--- config.mk ---
export PLATFORM = sky130hd
export DESIGN_NAME = nv_nvdla_mcif_read_ig_os_sched
export DESIGN_NICKNAME = d
export VERILOG_FILES = /design/src/rtl/nv_nvdla_mcif_read_ig_os_sched.sv
export SDC_FILE = /design/constraint.sdc
export NUM_CORES = 1
export LEC_CHECK = 0
export CORE_AREA = 2 2 375 377
export CTS_CLUSTER_SIZE = 12
export DETAILED_ROUTE_END_ITERATION = 10
export DIE_AREA = 0 0 377 379
export GPL_TIMING_DRIVEN = 0
export PLACE_DENSITY = 0.37
export SYNTH_ARGS = -nofsm -noshare
export SYNTH_HDL_FRONTEND = slang
export SYNTH_SLANG_ARGS = --single-unit
--- constraint.sdc ---
create_clock -name nvdla_core_clk -period 15.4 [get_ports nvdla_core_clk]
set_input_delay 3.08 -clock nvdla_core_clk [delete_from_list [all_inputs] [get_ports nvdla_core_clk]]
set_output_delay 3.08 -clock nvdla_core_clk [all_outputs]
set_load 0.005 [all_outputs]
--- src/rtl/nv_nvdla_mcif_read_ig_os_sched.sv ---
// MCIF read-ingress scheduler: WRR arbitration of NUM_REQ read streams
// onto one AR path, throttled by an outstanding-read limit.
// Ports:
//   nvdla_core_clk/rstn   clock, async active-low reset
//   req_valid/ready/pd    per-requester request handshake and payload
//   reg2dp_rd_weight      per-requester WRR weight (0 acts as 1)
//   reg2dp_rd_os_cnt      outstanding limit minus 1
//   eg2ig_axi_vld         one read retired by egress
//   sched_req_*           registered granted request to downstream
//   os_cnt/os_full        outstanding count and limit-reached flag
module nv_nvdla_mcif_read_ig_os_sched #(
  parameter int NUM_REQ = 10,
  parameter int PD_W    = 75
) (
  input  logic                    nvdla_core_clk,
  input  logic                    nvdla_core_rstn,
  input  logic [NUM_REQ-1:0]      req_valid,
  output logic [NUM_REQ-1:0]      req_ready,
  input  logic [NUM_REQ*PD_W-1:0] req_pd,
  input  logic [NUM_REQ*8-1:0]    reg2dp_rd_weight,
  input  logic [7:0]              reg2dp_rd_os_cnt,
  input  logic                    eg2ig_axi_vld,
  output logic                    sched_req_valid,
  input  logic                    sched_req_ready,
  output logic [PD_W-1:0]         sched_req_pd,
  output logic [3:0]              sched_req_id,
  output logic [8:0]              os_cnt,
  output logic                    os_full
);

  logic [3:0] cur;
  logic [7:0] credit;
  logic       load_en;
  logic       grant_en;
  logic       hit;
  logic       found;
  logic [3:0] gnt_id;
  logic [7:0] gnt_w;
  logic [8:0] limit;
  int         idx;

  assign limit    = {1'b0, reg2dp_rd_os_cnt} + 9'd1;
  assign os_full  = (os_cnt >= limit);
  assign load_en  = !sched_req_valid || sched_req_ready;
  assign grant_en = load_en && !os_full && (|req_valid);

  // Stay on the current requester while it has burst credit,
  // otherwise scan forward from cur+1, visiting cur itself last.
  assign hit = req_valid[cur] && (credit != 8'd0);

  always_comb begin
    gnt_id = cur;
    found  = hit;
    idx    = 0;
    for (int i = 1; i <= NUM_REQ; i++) begin
      idx = int'(cur) + i;
      if (idx >= NUM_REQ) idx = idx - NUM_REQ;
      if (!found && req_valid[idx]) begin
        found  = 1'b1;
        gnt_id = 4'(idx);
      end
    end
  end

  assign gnt_w = reg2dp_rd_weight[int'(gnt_id)*8 +: 8];

  always_comb begin
    req_ready = '0;
    for (int i = 0; i < NUM_REQ; i++)
      req_ready[i] = grant_en && (int'(gnt_id) == i);
  end

  always_ff @(posedge nvdla_core_clk or negedge nvdla_core_rstn) begin
    if (!nvdla_core_rstn) begin
      cur    <= 4'(NUM_REQ - 1);
      credit <= 8'd0;
    end else if (grant_en) begin
      cur <= gnt_id;
      if (hit)
        credit <= credit - 8'd1;
      else if (gnt_w == 8'd0)
        credit <= 8'd0;
      else
        credit <= gnt_w - 8'd1;
    end
  end

  always_ff @(posedge nvdla_core_clk or negedge nvdla_core_rstn) begin
    if (!nvdla_core_rstn) begin
      sched_req_valid <= 1'b0;
      sched_req_pd    <= '0;
      sched_req_id    <= 4'd0;
    end else if (grant_en) begin
      sched_req_valid <= 1'b1;
      sched_req_pd    <= req_pd[int'(gnt_id)*PD_W +: PD_W];
      sched_req_id    <= gnt_id;
    end else if (sched_req_ready) begin
      sched_req_valid <= 1'b0;
    end
  end

  // Count is reserved at grant; a retire with no grant saturates at 0.
  always_ff @(posedge nvdla_core_clk or negedge nvdla_core_rstn) begin
    if (!nvdla_core_rstn) begin
      os_cnt <= 9'd0;
    end else if (grant_en && !eg2ig_axi_vld) begin
      os_cnt <= os_cnt + 9'd1;
    end else if (!grant_en && eg2ig_axi_vld) begin
      if (os_cnt != 9'd0) os_cnt <= os_cnt - 9'd1;
    end
  end

endmodule

# Yosys cells after proc, flatten, opt, wreduce, memory -nomap -nowiden
# Index checks and enable logic that the tools add are counted.
[totals]
ff_bits = 101
out_inout_bits = 100
wordCells = 182
[op_classes]
addsub = 25
multipliers = 1
order_cmp = 22
eq_ne = 9
n_shift = 2
mux = 68
n_reduce_logical = 49
[ops]
columns = ["op", "count"]
rows = [
  ["750-bit by 12-bit variable part select with 75-bit output", 1],
  ["32-bit by 6-bit less-than comparator with 1-bit output (second input constant)", 10],
  ["32-bit 2-to-1 mux", 10],
  ["80-bit by 8-bit variable part select with 8-bit output", 1],
  ["5-bit by 4-bit subtractor with 6-bit output (second input constant)", 10],
  ["5-bit by 4-bit greater-or-equal comparator with 1-bit output (second input constant)", 10],
  ["1-bit binary-select mux with 4-bit select", 11],
  ["4-bit 2-to-1 mux", 10],
  ["1-bit 2-to-1 mux", 32],
  ["9-bit 2-to-1 mux", 3],
  ["1-bit logical AND", 25],
  ["4-bit equality test (second input constant)", 6],
  ["4-bit by 3-bit adder with 5-bit output (second input constant)", 4],
  ["8-bit 2-to-1 mux", 2],
  ["8-bit by 1-bit subtractor with 8-bit output (second input constant)", 2],
  ["4-bit by 4-bit adder with 5-bit output (second input constant)", 3],
  ["1-bit logical NOT", 14],
  ["4-bit by 7-bit multiplier with 11-bit output (second input constant)", 1],
  ["4-bit by 2-bit adder with 5-bit output (second input constant)", 2],
  ["10-bit OR reduction", 1],
  ["8-bit by 1-bit adder with 9-bit output (second input constant)", 1],
  ["9-bit by 1-bit adder with 9-bit output (second input constant)", 1],
  ["9-bit greater-or-equal comparator", 1],
  ["9-bit nonzero test", 1],
  ["other kinds (11)", 14],
]

# Depth between registers and ports, before layout
[depth]
word_depth = 39
ltp_mapped = 30
ltp_nobuf = 27

# Worst setup path before layout
# No wires, ideal clock.
[synth_timing]
path_type = "input port to output port"
from = "input req_valid[6]"
to = "output req_ready[0]"
arrival_ns = 6.657
slack_ns = 5.663
cell_stages = 19
cell_sequence = "mux4_2 -> o21a_1 -> o211ai_1 -> and2_0 -> nand4_1 -> or2_0 -> buf_2 -> nor4_1 -> a211oi_1 -> nand2_2 -> buf_6 -> buf_6 -> buf_6 -> buf_4 -> buf_6 -> buf_2 -> buf_2 -> nand3_1 -> nor2_1"
[synth_between]
elab_chain_cells = 35
elab_cells_between_ends = 76
cone_classes = "mux: 51; reduce/logical: 25"
[synth_lines]
columns = ["item", "line_no", "rtl"]
rows = [
  ["start, declared", "17", "input logic [NUM_REQ-1:0] req_valid,"],
  ["1-bit binary-select mux with 4-bit select", "49", "assign hit = req_valid[cur] && (credit != 8'd0);"],
  ["1-bit 2-to-1 mux (not written as such)", "49", ""],
  ["1-bit logical AND", "49", ""],
  ["1-bit logical NOT", "58", "if (!found && req_valid[idx]) begin"],
  ["1-bit logical AND", "58", ""],
  ["1-bit 2-to-1 mux", "58", ""],
  ["1-bit logical NOT", "58", ""],
  ["1-bit logical AND", "58", ""],
  ["[... 19 more ...]", "-", ""],
  ["1-bit logical NOT", "58", ""],
  ["1-bit logical AND", "58", ""],
  ["1-bit 2-to-1 mux", "58", ""],
  ["1-bit logical NOT", "58", ""],
  ["1-bit logical AND", "58", ""],
  ["4-bit 2-to-1 mux", "58", ""],
  ["4-bit logical NOT", "70", "req_ready[i] = grant_en && (int'(gnt_id) == i);"],
  ["1-bit logical AND *", "70", ""],
  ["end, declared", "18", "output logic [NUM_REQ-1:0] req_ready,"],
]
# Every way passes the cells marked *; elsewhere a longest branch is shown, timed or not. The select of a mux whose other input is x is not followed.

# Worst setup path in the final report
[layout_timing]
from = "input req_valid[0]"
to = "output req_ready[3]"
[layout_between]
elab_chain_cells = 35
elab_cells_between_ends = 76
cone_classes = "eq/ne: 1; mux: 51; reduce/logical: 24"
[layout_lines]
columns = ["item", "line_no"]
rows = [
  ["1-bit binary-select mux with 4-bit select", "49"],
  ["1-bit 2-to-1 mux (not written as such)", "49"],
  ["1-bit logical AND", "49"],
  ["1-bit logical NOT", "58"],
  ["1-bit logical AND", "58"],
  ["1-bit 2-to-1 mux", "58"],
  ["1-bit logical NOT", "58"],
  ["1-bit logical AND", "58"],
  ["[... 19 more ...]", "-"],
  ["1-bit logical NOT", "58"],
  ["1-bit logical AND", "58"],
  ["1-bit 2-to-1 mux", "58"],
  ["1-bit logical NOT", "58"],
  ["1-bit logical AND", "58"],
  ["4-bit 2-to-1 mux", "58"],
  ["4-bit by 3-bit equality test with 1-bit output", "70"],
  ["1-bit logical AND *", "70"],
]
# Marks and branches as above.

==> flow_metrics.py <==
metrics = {
    "yosys": {
        "yosys_warnings": 0,
        "synth.ff_latch_count": 99,
        "synth_area_leader_cell": "sky130_fd_sc_hd__mux4_2",
        "synth_flop_type": "sky130_fd_sc_hd__dfrtp_1",
        "syn_avg_cell_area_um2": 8.609,
        "syn_nets": 2541,
        "yosysTopAreaCellShare_pct": 25.27,
        "ys_seq_area_share_pct": 17.50,
        "fraction_of_registers_with_async_set_reset_pct": 100.0,
        "synth_top_cells_by_area": "sky130_fd_sc_hd__mux4_2 (25%), sky130_fd_sc_hd__dfrtp_1 (17%), sky130_fd_sc_hd__nand2_1 (7.7%)",
        "synth_edf_count": 0,
        "synth_area_um2": 14170,
        "syn-instance-count": 1646,
        "synth.distinct_cells": 102,
    },
    "clock_network": {
        "worstSkewPairLatency_ns": 0.43,
        "cts_buffers": 9,
        "cts.htree.levels": 3,
        "cts_tree": "yes",
        "cts_max_path_buffers": 2,
        "path_clk_slew_ns": 0.08,
        "clock_net_sink_count": 99,
        "post-cts-setup-buffers": 0,
        "clock_tree.root_cell": "sky130_fd_sc_hd__clkbuf_16",
        "hold_buffers": 0,
        "post_cts_resize_count": 0,
    },
    "sta": {
        "finalClockSkew_ns": 0.03004,
        "setup-tns-final_ns": 0,
        "slew_headroom_pct": 13.64,
        "final.setup.worst_slack_ns": 2.111,
        "final.min_clock_period_ns": 13.29,
        "rsz0062_at_grt": "false",
        "fmaxAchievable_ghz": 0.07525,
        "timing.final.setup_violations": 0,
        "finalCritPeriodShare_pct": 86.30,
        "tightestPinTransition_ns": 1.259,
        "hold_ws_ns": 0.4965,
        "total_count_of_hold_check_failures_in_the_final_report": 0,
        "drv_slew": 0,
    },
    "place": {
        "port_buffers": 951,
        "dp.final_hpwl_mm": 129.7,
        "place_worst_setup_slack_ns": 1.996,
        "final_weighted_congestion_in_routability_driven_placement": 0.9378,
    },
    "run": {
        "maxCapViolations": 0,
    },
    "route": {
        "route.final.wire_length_mm": 148.5,
        "antenna_violating_nets_post_route": 0,
        "drt-initial-drc-count": 1618,
        "post_dr_wirelength_cell_um": 33.36,
        "via_count": 19300,
        "detail_route.first_pass.iterations": 8,
        "route.detailed.drc": 0,
        "route.detailed.vias_per_inst": 4.336,
    },
    "floorplanning": {
        "floorplan.die.height_um": 379,
        "fp.coreArea_um2": 138800,
        "rows": 137,
        "die_w_um": 377,
        "start_util_pct": 10.21,
        "design.portCount": 952,
        "dieArea_um2": 142900,
    },
    "layout": {
        "drive_gt1_share_pct": 10.96,
        "nNetsFinal": 3508,
        "layout.cells.most_common_list": "sky130_fd_sc_hd__clkdlybuf4s50_1 (950), sky130_fd_sc_hd__nand2_1 (292), sky130_fd_sc_hd__a21oi_1 (191)",
        "final_common_cell": "sky130_fd_sc_hd__clkdlybuf4s50_1",
        "syn_to_final_growth_pct": 86.58,
    },
    "grt": {
        "global_route_wire_length_before_repair_mm": 186.4,
        "grt_max_degree": 54,
        "grt_overflow_total": 0,
        "antenna_found_initial": 102,
        "grt.total_usage_pct": 19.89,
        "via_count_of_the_first_global_routing_pass": 18790,
    },
    "setup_path": {
        "crit_required_ns": 12.32,
        "crit_path_arrival_time_ns": 10.21,
        "worst_setup_path_startpoint": "req_valid[0]",
        "worstSetupEndpointType": "output port",
        "critical_path.max_fanout": 10,
        "reg2reg_from": "cur[1]$_DFFE_PN0P_",
        "crit_path_start_kind": "input port",
        "timing.setup.critical_path_class": "input port to output port",
    },
    "min_path": {
        "timing.hold.worst.start": "sched_req_id[0]$_DFFE_PN0P_",
        "worst_hold_path_type": "register to register",
    },
    "outcome": {
        "result_of_the_run": "finished, final reports clean",
    },
}
-- Yosys cell counts (6+ instances only) --
| master | number |
|---|---|
| sky130_fd_sc_hd__nor3_1 | 33 |
| sky130_fd_sc_hd__a31oi_1 | 85 |
| sky130_fd_sc_hd__a211o_1 | 10 |
| sky130_fd_sc_hd__nor4_1 | 13 |
| sky130_fd_sc_hd__nand4_1 | 11 |
| sky130_fd_sc_hd__mux2i_1 | 40 |
| sky130_fd_sc_hd__nand2_1 | 292 |
| sky130_fd_sc_hd__buf_6 | 7 |
| sky130_fd_sc_hd__ha_1 | 42 |
| sky130_fd_sc_hd__mux2_2 | 15 |
| sky130_fd_sc_hd__o21ai_0 | 39 |
| sky130_fd_sc_hd__dfrtp_1 | 97 |
| sky130_fd_sc_hd__buf_2 | 37 |
| sky130_fd_sc_hd__nor2b_1 | 13 |
| sky130_fd_sc_hd__o211ai_1 | 18 |
| sky130_fd_sc_hd__o31a_1 | 6 |
| sky130_fd_sc_hd__clkbuf_1 | 74 |
| sky130_fd_sc_hd__inv_1 | 24 |
| sky130_fd_sc_hd__o41ai_1 | 6 |
| sky130_fd_sc_hd__a21o_1 | 21 |
| sky130_fd_sc_hd__buf_1 | 8 |
| sky130_fd_sc_hd__o221ai_1 | 9 |
| sky130_fd_sc_hd__xnor2_1 | 23 |
| sky130_fd_sc_hd__or3_1 | 12 |
| sky130_fd_sc_hd__buf_4 | 8 |
| sky130_fd_sc_hd__a21oi_1 | 192 |
| sky130_fd_sc_hd__nor3b_1 | 6 |
| sky130_fd_sc_hd__a211oi_1 | 6 |
| sky130_fd_sc_hd__mux4_2 | 159 |
| sky130_fd_sc_hd__nand3_1 | 30 |
| sky130_fd_sc_hd__nand2b_1 | 13 |
| sky130_fd_sc_hd__xor2_1 | 8 |
| sky130_fd_sc_hd__and3b_1 | 6 |
| sky130_fd_sc_hd__nor2_1 | 134 |
-- final timing paths --
path | slack (ns) | endpoint | cells past startpoint
min | 0.50 | sched_req_id[0]$_DFFE_PN0P_ | 2
max in group asynchronous | 12.03 | sched_req_pd[9]$_DFFE_PN0P_ | 2
max reg2reg | 6.07 | sched_req_pd[29]$_DFFE_PN0P_ | 23
min in group asynchronous | 2.59 | sched_req_pd[42]$_DFFE_PN0P_ | 1
max | 2.11 | req_ready[3] | 16
min reg2reg | 0.50 | sched_req_id[0]$_DFFE_PN0P_ | 2
-- layout make-up --
class | count | area (um2)
fill | 15600 | 112400
multi-input combinational | 1386 | 10970
timing repair buffer | 956 | 9603
sequential | 99 | 2480
tap | 1807 | 2261
buffer | 134 | 634.4
clock buffer | 9 | 225.2
inverter | 27 | 101.3
clock inverter | 7 | 95.09
antenna | 26 | 65.06
-- per-layer routing --
layer,vias to the layer above,part of all wire (%),GRT usage (%)
met5,-,0.24,0
met3,183,11,7.861
met4,60,2.6,5.268
met2,1038,46,31.95
met1,9690,40,24.59
li1,8328,-,-
-- stage by stage --
step / util, % / cell area (um2) / instances
after global routing: 19.02 / 26400 / 4437
after global placement: 18.69 / 25950 / 4404
final: 19.04 / 26440 / 4451
after detailed placement: 18.75 / 26030 / 4408
after floorplan: - / 14170 / 1646
after CTS: 18.98 / 26350 / 4424
-- cells by family after synthesis --
logic type	synth area share, %
and+or+nand+nor	19.14
AOI/OAI and AO/OA	22.68
muxes	29.57
buffers and inverters	5.175
DFF	17.50
adders and majority gates	3.850
xor gates and xnor gates	2.075
-- flip-flops by register name, summed over array words and instances (netlist names) --
| signal | count |
|---|---|
| credit | 8 |
| sched_req_pd | 75 |
| sched_req_id | 2 |
| sched_req_valid | 1 |
| cur | 4 |
| os_cnt | 9 |
-- critical path, cell delays in order --
cell	delay, ns
sky130_fd_sc_hd__clkdlybuf4s50_1	0.48
sky130_fd_sc_hd__mux2i_1	1.01
sky130_fd_sc_hd__nand2_1	0.24
sky130_fd_sc_hd__or3_1	0.37
sky130_fd_sc_hd__o211ai_1	0.13
sky130_fd_sc_hd__or4_1	0.24
sky130_fd_sc_hd__nand4_1	0.34
sky130_fd_sc_hd__or4_4	0.69
sky130_fd_sc_hd__o2111a_1	0.29
sky130_fd_sc_hd__nor2_2	0.23
sky130_fd_sc_hd__buf_8	0.22
sky130_fd_sc_hd__clkbuf_1	0.84
sky130_fd_sc_hd__clkbuf_1	0.71
sky130_fd_sc_hd__nand2_1	0.46
sky130_fd_sc_hd__nor3_1	0.28
sky130_fd_sc_hd__clkdlybuf4s50_1	0.56
Power is left out: the tool's default activity adds up to more than one toggle a clock period on the data nets, which glitch-free logic cannot reach.
